$ cat src/rtl/shift4_deser_rx.sv
// shift4_deser_rx: receive end of the 4-bit shift-register datapath.
// Collects one serial bit per accepted beat into an assembly register.
// Each finished word is moved into a holding register that is offered
// on a valid/ready handshake. Non-final beats are always accepted, so
// the next word can assemble while the previous one is still held.
// Optional feature macro: SHIFT4_RX_PARITY_EN adds one even-parity bit
// per frame, sets parity_err, and enables the PARITY state.
module shift4_deser_rx #(
   parameter int WIDTH = 4,
   parameter int CNT_W = 2
) (
   input  logic             clk,
   input  logic             reset,
   input  logic             sin_valid,
   input  logic             sin_data,
   output logic             sin_ready,
   input  logic             dir,
   input  logic             inv,
   output logic [WIDTH-1:0] word_out,
   output logic             word_valid,
   input  logic             word_ready,
   output logic             parity_err
);

   typedef enum logic [1:0] {
      S_IDLE    = 2'd0,
      S_COLLECT = 2'd1,
      S_PARITY  = 2'd2
   } state_t;

   localparam logic [CNT_W-1:0] LAST_CNT = CNT_W'(WIDTH - 1);

   state_t           state;
   logic [CNT_W-1:0] cnt;
   logic [WIDTH-1:0] asm_q;
   logic [WIDTH-1:0] asm_next;
   logic [WIDTH-1:0] xfer_word;
   logic             dir_q;
   logic             inv_q;
   logic             cur_dir;
   logic             cur_inv;
   logic             last_data;
   logic             final_pend;
   logic             accept;
   logic             xfer;

   // Next assembly value and which beat completes the frame; dir/inv come
   // straight from the pins on the first bit, then from the latched copies.
   always_comb begin
      cur_dir   = (state == S_IDLE) ? dir : dir_q;
      cur_inv   = (state == S_IDLE) ? inv : inv_q;
      asm_next  = cur_dir ? {asm_q[WIDTH-2:0], sin_data}
                          : {sin_data, asm_q[WIDTH-1:1]};
      last_data = (state == S_COLLECT) && (cnt == LAST_CNT);
`ifdef SHIFT4_RX_PARITY_EN
      // The parity bit does not shift in; the data is already complete.
      final_pend = (state == S_PARITY);
      xfer_word  = inv_q ? ~asm_q : asm_q;
`else
      final_pend = last_data;
      xfer_word  = cur_inv ? ~asm_next : asm_next;
`endif
   end

   // Only the frame-completing beat can stall, and only while a word is
   // held that the consumer is not taking this cycle.
   assign sin_ready = ~final_pend | ~word_valid | word_ready;
   assign accept    = sin_valid & sin_ready;
   assign xfer      = accept & final_pend;

`ifndef SHIFT4_RX_PARITY_EN
   assign parity_err = 1'b0;
`endif

   // Receive FSM, assembly shift register and output holding register.
   always_ff @(posedge clk) begin
      if (!reset) begin
         state      <= S_IDLE;
         cnt        <= '0;
         asm_q      <= '0;
         dir_q      <= 1'b0;
         inv_q      <= 1'b0;
         word_out   <= '0;
         word_valid <= 1'b0;
`ifdef SHIFT4_RX_PARITY_EN
         parity_err <= 1'b0;
`endif
      end else begin
         // A new word on the same edge as a consume keeps valid high.
         if (xfer) begin
            word_out   <= xfer_word;
            word_valid <= 1'b1;
         end else if (word_valid && word_ready) begin
            word_valid <= 1'b0;
         end

         if (accept) begin
            case (state)
               S_IDLE: begin
                  dir_q <= dir;
                  inv_q <= inv;
                  asm_q <= asm_next;
                  cnt   <= CNT_W'(1);
                  state <= S_COLLECT;
               end
               S_COLLECT: begin
                  asm_q <= asm_next;
                  if (last_data) begin
                     cnt <= '0;
`ifdef SHIFT4_RX_PARITY_EN
                     state <= S_PARITY;
`else
                     state <= S_IDLE;
`endif
                  end else begin
                     cnt <= cnt + 1'b1;
                  end
               end
`ifdef SHIFT4_RX_PARITY_EN
               S_PARITY: begin
                  parity_err <= (^asm_q) ^ sin_data;
                  state      <= S_IDLE;
               end
`endif
               default: state <= S_IDLE;
            endcase
         end
      end
   end

endmodule

$ cat config.mk
export PLATFORM = sky130hd
export DESIGN_NAME = shift4_deser_rx
export DESIGN_NICKNAME = d
export VERILOG_FILES = /design/src/rtl/shift4_deser_rx.sv
export SDC_FILE = /design/constraint.sdc
export NUM_CORES = 1
export LEC_CHECK = 0
export ABC_AREA = 1
export CORE_UTILIZATION = 54
export CTS_CLUSTER_DIAMETER = 120
export CTS_CLUSTER_SIZE = 12
export DETAILED_ROUTE_END_ITERATION = 7
export GPL_TIMING_DRIVEN = 0
export PLACE_DENSITY = 0.8
export SETUP_SLACK_MARGIN = 0.3
export SLEW_MARGIN = 5
export SYNTH_ARGS = -nofsm -noshare
export SYNTH_HDL_FRONTEND = slang
export SYNTH_SLANG_ARGS = --single-unit
$ cat constraint.sdc
create_clock -name clk -period 2.32 [get_ports clk]
set_input_delay 0.232 -clock clk [delete_from_list [all_inputs] [get_ports clk]]
set_output_delay 0.232 -clock clk [all_outputs]
set_load 0.005 [all_outputs]
==> results of run 1 <==
-- per-stage QoR --
stage	utilization	hold slack (ps)	setup WS (ps)	power, mW
6_report	0.725	230	553	0.544
5_1_grt	0.725	236	507	0.568
4_1_cts	0.725	230	549	0.544
3_5_place_dp	0.698	440	730	0.366
2_1_floorplan	-	351	1170	0.338
3_3_place_gp	0.698	438	738	0.362
-- state kept, by name, indices dropped and copies added, names as in the netlist --
| name | cells |
|---|---|
| state | 1 |
| word_out | 4 |
| cnt | 2 |
| word_valid | 1 |
| asm_q | 4 |
| inv_q | 1 |
| dir_q | 1 |
-- placed cells by master (no fill, tap or decap), drive strengths merged, types with 4 or more instances in the layout --
cell / synthesis / routed
nand3: 15 / 15
clkdlybuf4s50: 0 / 11
buf: 4 / 4
dfxtp: 14 / 14
nand2: 40 / 40
clkbuf: 0 / 4
inv: 20 / 20
nor2: 4 / 4
a21oi: 8 / 8
o21ai: 8 / 8
-- power by group through the flow --
| stage | clock network, mW | logic [mW] | registers [mW] |
|---|---|---|---|
| 2_1_floorplan | 0 | 0.0767 | 0.262 |
| 6_report | 0.181 | 0.105 | 0.258 |
| 4_1_cts | 0.182 | 0.104 | 0.258 |
| 3_5_place_dp | 0 | 0.103 | 0.263 |
| 5_1_grt | 0.192 | 0.117 | 0.259 |
| 3_3_place_gp | 0 | 0.0996 | 0.262 |
-- metal layers --
metal | GRT usage | wire, microns | up-vias
met5 | 0 | 0 | -
met4 | 0.150 | 51 | 0
met3 | 0.0500 | 82 | 7
met2 | 0.444 | 869 | 21
met1 | 0.305 | 739 | 345
li1 | - | - | 384
-- path summary, 6_finish.rpt --
check,startpoint,to,slack [ps]
worst max-delay path,cnt[0],sin_ready,550
worst min-delay path,reset,asm_q[0],230
worst max register to register,cnt[0],word_out[1],1050
worst min register to register,word_out[3],word_out[3],450
-- worst reg2reg max path, delay by kind of cell, from the launching register on --
kind | cells | cell delay, ps
fa+ha+maj | 1 | 220
buf+inv | 3 | 230
flops | 1 | 360
simple gates | 4 | 380
-- area by class of cell --
class	instances	area [sq um]
plain buffers	4	46.3
clock buffers	4	36.3
fillers	105	367
inverters	20	77.6
multi-input cells	77	398
flip-flops and latches	14	280
well taps	15	18.8
repair buffers	11	110
-- cell families (layout without fill, tap and decap cells) --
family | Yosys count | after routing | synth area share
compound gates | 16 | 16 | 0.114
fa+ha+maj | 1 | 1 | 0.0156
buf+inv | 24 | 39 | 0.154
flops | 14 | 14 | 0.349
other cells | 1 | 1 | 0.00468
simple gates | 59 | 59 | 0.362
==> impl_metrics.toml, run 1 <==
[run_status]
status = "complete, no violations"

[yosys]
synth-edff-count = 0
synth_top_cells_by_area = "dfxtp_1 35%, nand2_1 14%, nand3_1 9.4%"
synth_flop_cell = "dfxtp_1"
synthesis.nets = 123
synth_common_cells = "30 x nand2_1, 17 x inv_1, 15 x nand3_1"
yosys_warnings = 0
synth-seq-area-share = 0.349
synth-seq-cells = 14
async_reset_ff_frac = 0
synth_cell_type_count = 21
syn_area_sq_um = 802
syn_avg_cell_area_sq_um = 6.97
synth_cells = 115
synth_most_common_cell = "nand2_1"
synth_top_area_frac = 0.349
yosys.area.top_type = "dfxtp_1"

[cts]
worstSkewPairLatency_ps = 290
cts_tree = "yes"
ctsHtreeMaxLevel = 1
ctsResizeCount = 0
cts_buffers = 3
post_cts_buffers = 0
clock-sinks = 14
cts_root_buf = "clkbuf_4"
cts_max_path_buffers = 2
clk_pin_slew_ps = 90
ctsHoldBuffers = 0

[floorplanning]
rows = 13
die_w_microns = 40.5
fp.coreArea_sq_mm = 0.00133
initial_utilization = 0.601
dieArea_sq_mm = 0.00164
die_h_microns = 40.5
ios = 14

[cells_and_area]
layout.nets = 139
syn_to_final_growth_pct = 20.6
drive_above_1_share = 0.200
diodes = 0
final_cells = 145
final_area_sq_um = 967

[setup_path]
critPathMostFrequentCell = "nand2_4"
max_stage_delay_ps = 490
critPathSlowestCell = "clkdlybuf4s50_1"
r2r_cells = 8
path_cells = "ha_1 > nand2_4 > inv_4 > nand2_4 > clkdlybuf4s50_1"
criticalPathCategory = "reg2out"
crit_required_ps = 2090
cp.arrival_ps = 1540
end_kind = "output pin"
path_max_fanout = 3
worst_setup_path_start_kind = "register"
critPathTopFamily = "buffers and inverters"
worst-path-buf-inv = 2
path_depth = 5

[pwr]
p_int_mw = 0.389
power_density_mw_per_mm2 = 562
swShare = 0.285
clockPowerShare = 0.333
switchingPower_mw = 0.155
p_leak_nw = 0.493
power_frac_comb = 0.193
irDropWorstVdd_mv = 0.385
sequentialPowerShare = 0.474

[timing]
final_max_slew_viol_count = 0
fin_crit_ps = 1770
setup_viol = 0
tns_ps = 0
fin_crit_sh = 0.762
hold_viol = 0
fmaxAchievable_mhz = 566
skew_ps = 3.62
rsz0062_at_grt = "false"

[grt]
grt_max_degree = 11
track_usage = 0.263
grt_overflow_total = 0
grt_pass1_vias = 644
grt_pass1_wl_microns = 2780
antenna_found_initial = 0

[routing]
route.vias.total = 757
wire_per_inst_microns = 12.0
first_iter_violations = 9
drt-total-wl_microns = 1740
final_antenna_net_count = 0
vias_per_cell = 5.22
drc_errors = 0
drtPass1Iterations = 4

[placement]
place.port_buffers = 11
post-place-cells = 141
dpl_cell_area_sq_um = 931
gp_congestion = 0.841
hpwlAfterDp_microns = 1320

[hold_path]
whs_path_depth = 3
hold_class = "in2reg"

[job]
cap_violations = 0
No activity file was read; power rests on OpenSTA's default activity.
==> run 2: changes to the inputs <==
CORE_UTILIZATION = 50   (was 54)
PLACE_DENSITY = 0.75   (was 0.8)
clock period = 1.8 ns   (was 2.32 ns; I/O delays follow)
==> run 2 against run 1 <==
Final area increased by 1.4%. Worst setup slack got worse by 180 ps. Via count decreased by 6.3%. Sequential power increased by 29%. Sequential share of layout area decreased by 0.28 points. Combinational power increased by 26%. Critical path depth unchanged. Hold slack got worse by 58 ps. Critical endpoint unchanged. Largest cell class unchanged.
==> impl_metrics.toml, run 2 (same netlist as run 1, synthesis figures left out) <==
[run_status]
status = "complete, no violations"

[grt]
use_met2 = 0.316
grt_max_degree = 11
use_met3 = 0.0259
met1_usage = 0.235
grt_pass1_wl_microns = 2570
grt_overflow_total = 0
track_usage = 0.190
busiest_layer = "met2"
grt_pass1_vias = 634
antenna_found_initial = 0

[setup_path]
r2r_start = "cnt[1]"
cp.arrival_ps = 1250
end_kind = "output pin"
criticalPathCategory = "reg2out"
path_max_fanout = 2
cp-endpoint = "sin_ready"
worst_setup_path_start_kind = "register"
crit_required_ps = 1620
rr_endpoint = "state[0]"
rrSetupSlack_ps = 610
r2r_cells = 8
crit_start = "cnt[1]"

[floorplanning]
ios = 14
initial_utilization = 0.532
die_h_microns = 42.1
die_w_microns = 42.1
fp.coreArea_sq_mm = 0.00151
rows = 14
dieArea_sq_mm = 0.00177

[placement]
place.port_buffers = 11
hpwlAfterDp_microns = 1170
gp_congestion = 0.904
post-place-cells = 142

[routing]
route.vias.total = 709
drt-total-wl_microns = 1480
drc_errors = 0
final_antenna_net_count = 0
wire_per_inst_microns = 10.1
drtPass1Iterations = 4
vias_per_cell = 4.86
first_iter_violations = 14

[hold_path]
hold_class = "in2reg"

[timing]
skew_ps = 1.94
fmaxAchievable_mhz = 701
fin_crit_sh = 0.793
rsz0062_at_grt = "false"
fin_crit_ps = 1430
tns_ps = 0
setup_viol = 0
hold_viol = 0
final_max_slew_viol_count = 0

[cells_and_area]
final_cells = 146
diodes = 0
drive_above_1_share = 0.215
nFillCells = 144
layout.nets = 139
final_cell_mix = "30 x nand2_1, 17 x inv_1, 15 x nand3_1, 13 x dfxtp_1, 10 x clkdlybuf4s50_1"
final_common_cell = "nand2_1"
syn_to_final_growth_pct = 22.3
largestRegisters = "asm_q: 4 flops, word_out: 4 flops, cnt: 2 flops"

[pwr]
power_density_mw_per_mm2 = 709
irDropWorstVdd_mv = 0.443
p_leak_nw = 0.489

[cts]
ctsHtreeMaxLevel = 1
cts_max_path_buffers = 2
cts_tree = "yes"
clk_pin_slew_ps = 90
ctsHoldBuffers = 0
post_cts_buffers = 0
cts_root_buf = "clkbuf_4"
worstSkewPairLatency_ps = 280
cts_buffers = 3
clock-sinks = 14

[job]
cap_violations = 0
[run 2: changes by cell type in the layout (fill, tap and decap cells not counted)]
cell and delta:
ha_4 +1, ha_1 -1, dlygate4sd2_1 +1, clkdlybuf4s50_1 -1, dfxtp_2 +1, dfxtp_1 -1
[run 2: power breakdown]
part	total [mW]	switching (mW)	leakage (nW)	internal, mW
clock	0.230	0.107	0.0210	0.123
combinational	0.132	0.0784	0.353	0.0538
sequential	0.333	0.00819	0.115	0.325
total	0.695	0.193	0.489	0.502
[run 2: timing repair]
action	4_1_cts	5_1_grt
resized for setup	3	1
setup endpoints to repair	1	1
endpoints found under the hold margin	0	0
[run 2: how the worst min path moves through the flow]
stage,start,end,slack (ps),cells past startpoint
final,reset,asm_q[3],170,3
after global routing,reset,asm_q[0],180,3
after CTS,reset,asm_q[3],170,3
after detailed placement,word_out[0],word_out[0],440,2
after global placement,word_out[0],word_out[0],440,2
after floorplan,sin_valid,state[0],300,2
[run 2: area by class of cell]
cell class	instances	area [sq um]	area share
sequential	14	282	0.287
timing repair buffer	11	109	0.111
inverter	20	77.6	0.0791
tap	16	20.0	0.0204
buffer	4	46.3	0.0472
multi-input combinational	77	410	0.418
clock buffer	4	36.3	0.0370
[run 2: routing by layer]
layer	wire, microns	vias up
li1	-	386
met4	40	0
met1	711	298
met5	0	-
met3	53	7
met2	671	18
[run 2: per-stage QoR]
step / setup WS (ps) / utilization / hold WS [ps] / total power [mW] / area (sq um)
after CTS: 339 / 0.645 / 174 / 0.697 / 971
after detailed placement: 308 / 0.619 / 439 / 0.469 / 932
after floorplan: 647 / - / 299 / 0.436 / 802
after global routing: 312 / 0.651 / 183 / 0.729 / 981
after global placement: 320 / 0.619 / 437 / 0.467 / 932
final: 373 / 0.651 / 172 / 0.695 / 981
[run 2: critical path, stage by stage, from the launching register on]
cell           delay, ps
dfxtp_1              390
ha_4                 160
nand2_4               50
inv_4                 50
nand2_4               50
dlygate4sd2_1        260
==> run 3: changes to the inputs <==
CORE_ASPECT_RATIO = 0.8   (was not set)
CORE_UTILIZATION = 45   (was 50)
PLACE_DENSITY = 0.71   (was 0.75)
clock period = 1.15 ns   (was 1.8 ns; I/O delays follow)
==> run 3 against run 2 <==
The run now ends with negative setup slack left. Global-route usage grew 3.1 points. Critical endpoint is now inv_q. Clock skew up 2.2 ps. Sequential cell count did not move. Sequential power grew 57%.
==> impl_metrics.toml, run 3 (same netlist as run 1, synthesis figures left out) <==
[run_status]
status = "finished, violations left"
failed_checks = "negative setup slack"

[cells_and_area]
syn_to_final_growth_pct = 37.1
drive_above_1_share = 0.433
final_cell_mix = "25 x nand2_1, 15 x inv_1, 13 x nand3_1, 10 x nand2_2"
final_area_sq_mm = 0.00110
layout.nets = 144
final_cells = 156
diodes = 0
fin_util = 0.669
nFillCells = 144
largestRegisters = "asm_q: 4 flops, word_out: 4 flops, cnt: 2 flops"
final_common_cell = "nand2_1"

[setup_path]
crit_start = "cnt[0]"
path_max_fanout = 10
r2r_cells = 8
worst_setup_path_start_kind = "register"
criticalPathCategory = "reg2reg"
r2r_start = "cnt[0]"
end_kind = "register"
cp.arrival_ps = 1360
rr_endpoint = "inv_q"
crit_required_ps = 1330
cp-endpoint = "inv_q"
rrSetupSlack_ps = -30

[floorplanning]
fp.coreArea_sq_mm = 0.00164
rows = 13
die_h_microns = 39.8
dieArea_sq_mm = 0.00196
die_w_microns = 49.2
ios = 14
initial_utilization = 0.488

[pwr]
power_frac_comb = 0.242
p_leak_nw = 0.538
swShare = 0.309
total_power_mw = 1.06
power_density_mw_per_mm2 = 967
irDropWorstVdd_mv = 0.524
clockPowerShare = 0.267
sequentialPowerShare = 0.491
switchingPower_mw = 0.329
p_int_mw = 0.734

[routing]
vias_per_cell = 4.77
route.vias.total = 744
final_antenna_net_count = 0
drt-total-wl_microns = 1770
drtPass1Iterations = 4
wire_per_inst_microns = 11.3
first_iter_violations = 13
drc_errors = 0

[timing]
tns_ps = -134
rsz0062_at_grt = "true"
worst_slack_ps = -33.3
hold_viol = 0
skew_ps = 4.15
final_max_slew_viol_count = 0
fmaxAchievable_mhz = 845
fin_crit_sh = 1.03
whs_ps = 121
setup_viol = 10
fin_crit_ps = 1180

[cts]
cts_max_path_buffers = 2
cts_buffers = 3
ctsHtreeMaxLevel = 1
worstSkewPairLatency_ps = 280
clock-sinks = 14
clk_pin_slew_ps = 80
cts_root_buf = "clkbuf_4"
cts_tree = "yes"

[placement]
place.port_buffers = 11
dpl_cell_area_sq_um = 991
hpwlAfterDp_microns = 1260
dpl_worst_slack_ps = -215
gp_congestion = 0.887
post-place-cells = 148

[grt]
grt_max_degree = 11
antenna_found_initial = 0
grt_overflow_total = 0
track_usage = 0.222
grt_pass1_vias = 671
grt_pass1_wl_microns = 3020

[job]
cap_violations = 0

[hold_path]
hold_class = "in2reg"
## run 3: critical path: stages (launching register included)
cell     delay (ps)
dfxtp_2         340
ha_4            160
nand2_4          60
inv_4            40
nand2_4          70
nand2_4          70
buf_12          160
o21ai_4         110
a21oi_1          60
## run 3: power by group through the flow
stage               Sequential, mW  Combinational, mW  Clock (mW)
detailed placement           0.533              0.223           0
CTS                          0.521              0.238       0.289
floorplan                    0.531              0.170           0
finish                       0.522              0.257       0.284
global placement             0.532              0.219           0
global route                 0.524              0.285       0.322
## run 3: area by class of cell
cell class,instances,area (sq um),area share
multi-input combinational,77,489,0.445
sequential,14,289,0.263
timing repair buffer,16,143,0.130
inverter,20,82.6,0.0751
buffer,4,46.3,0.0421
tap,22,27.5,0.0250
clock buffer,3,22.5,0.0205
## run 3: how the worst min path moves through the flow
stage | from | endpoint | slack [ps] | cells past startpoint
after floorplan | sin_valid | state[0] | 230 | 2
after global placement | reset | cnt[0] | 410 | 3
after detailed placement | reset | cnt[0] | 410 | 3
after CTS | reset | cnt[0] | 110 | 3
after global routing | reset | cnt[0] | 110 | 3
final | reset | cnt[0] | 120 | 3
## run 3: layer usage
layer	global-route usage	vias to the layer above	part of all wire	wire [microns]
li1	-	392	-	-
met1	0.255	337	0.45	800
met2	0.380	11	0.49	870
met3	0.0814	4	0.038	67
met4	0.0882	0	0.018	31
met5	0	-	0	0
## run 3: what timing repair did
action,CTS,global route
setup buffers,3,2
hold buffers,0,0
gates resized for setup,37,7
endpoints found under the setup margin,20,20
pin swaps,3,1
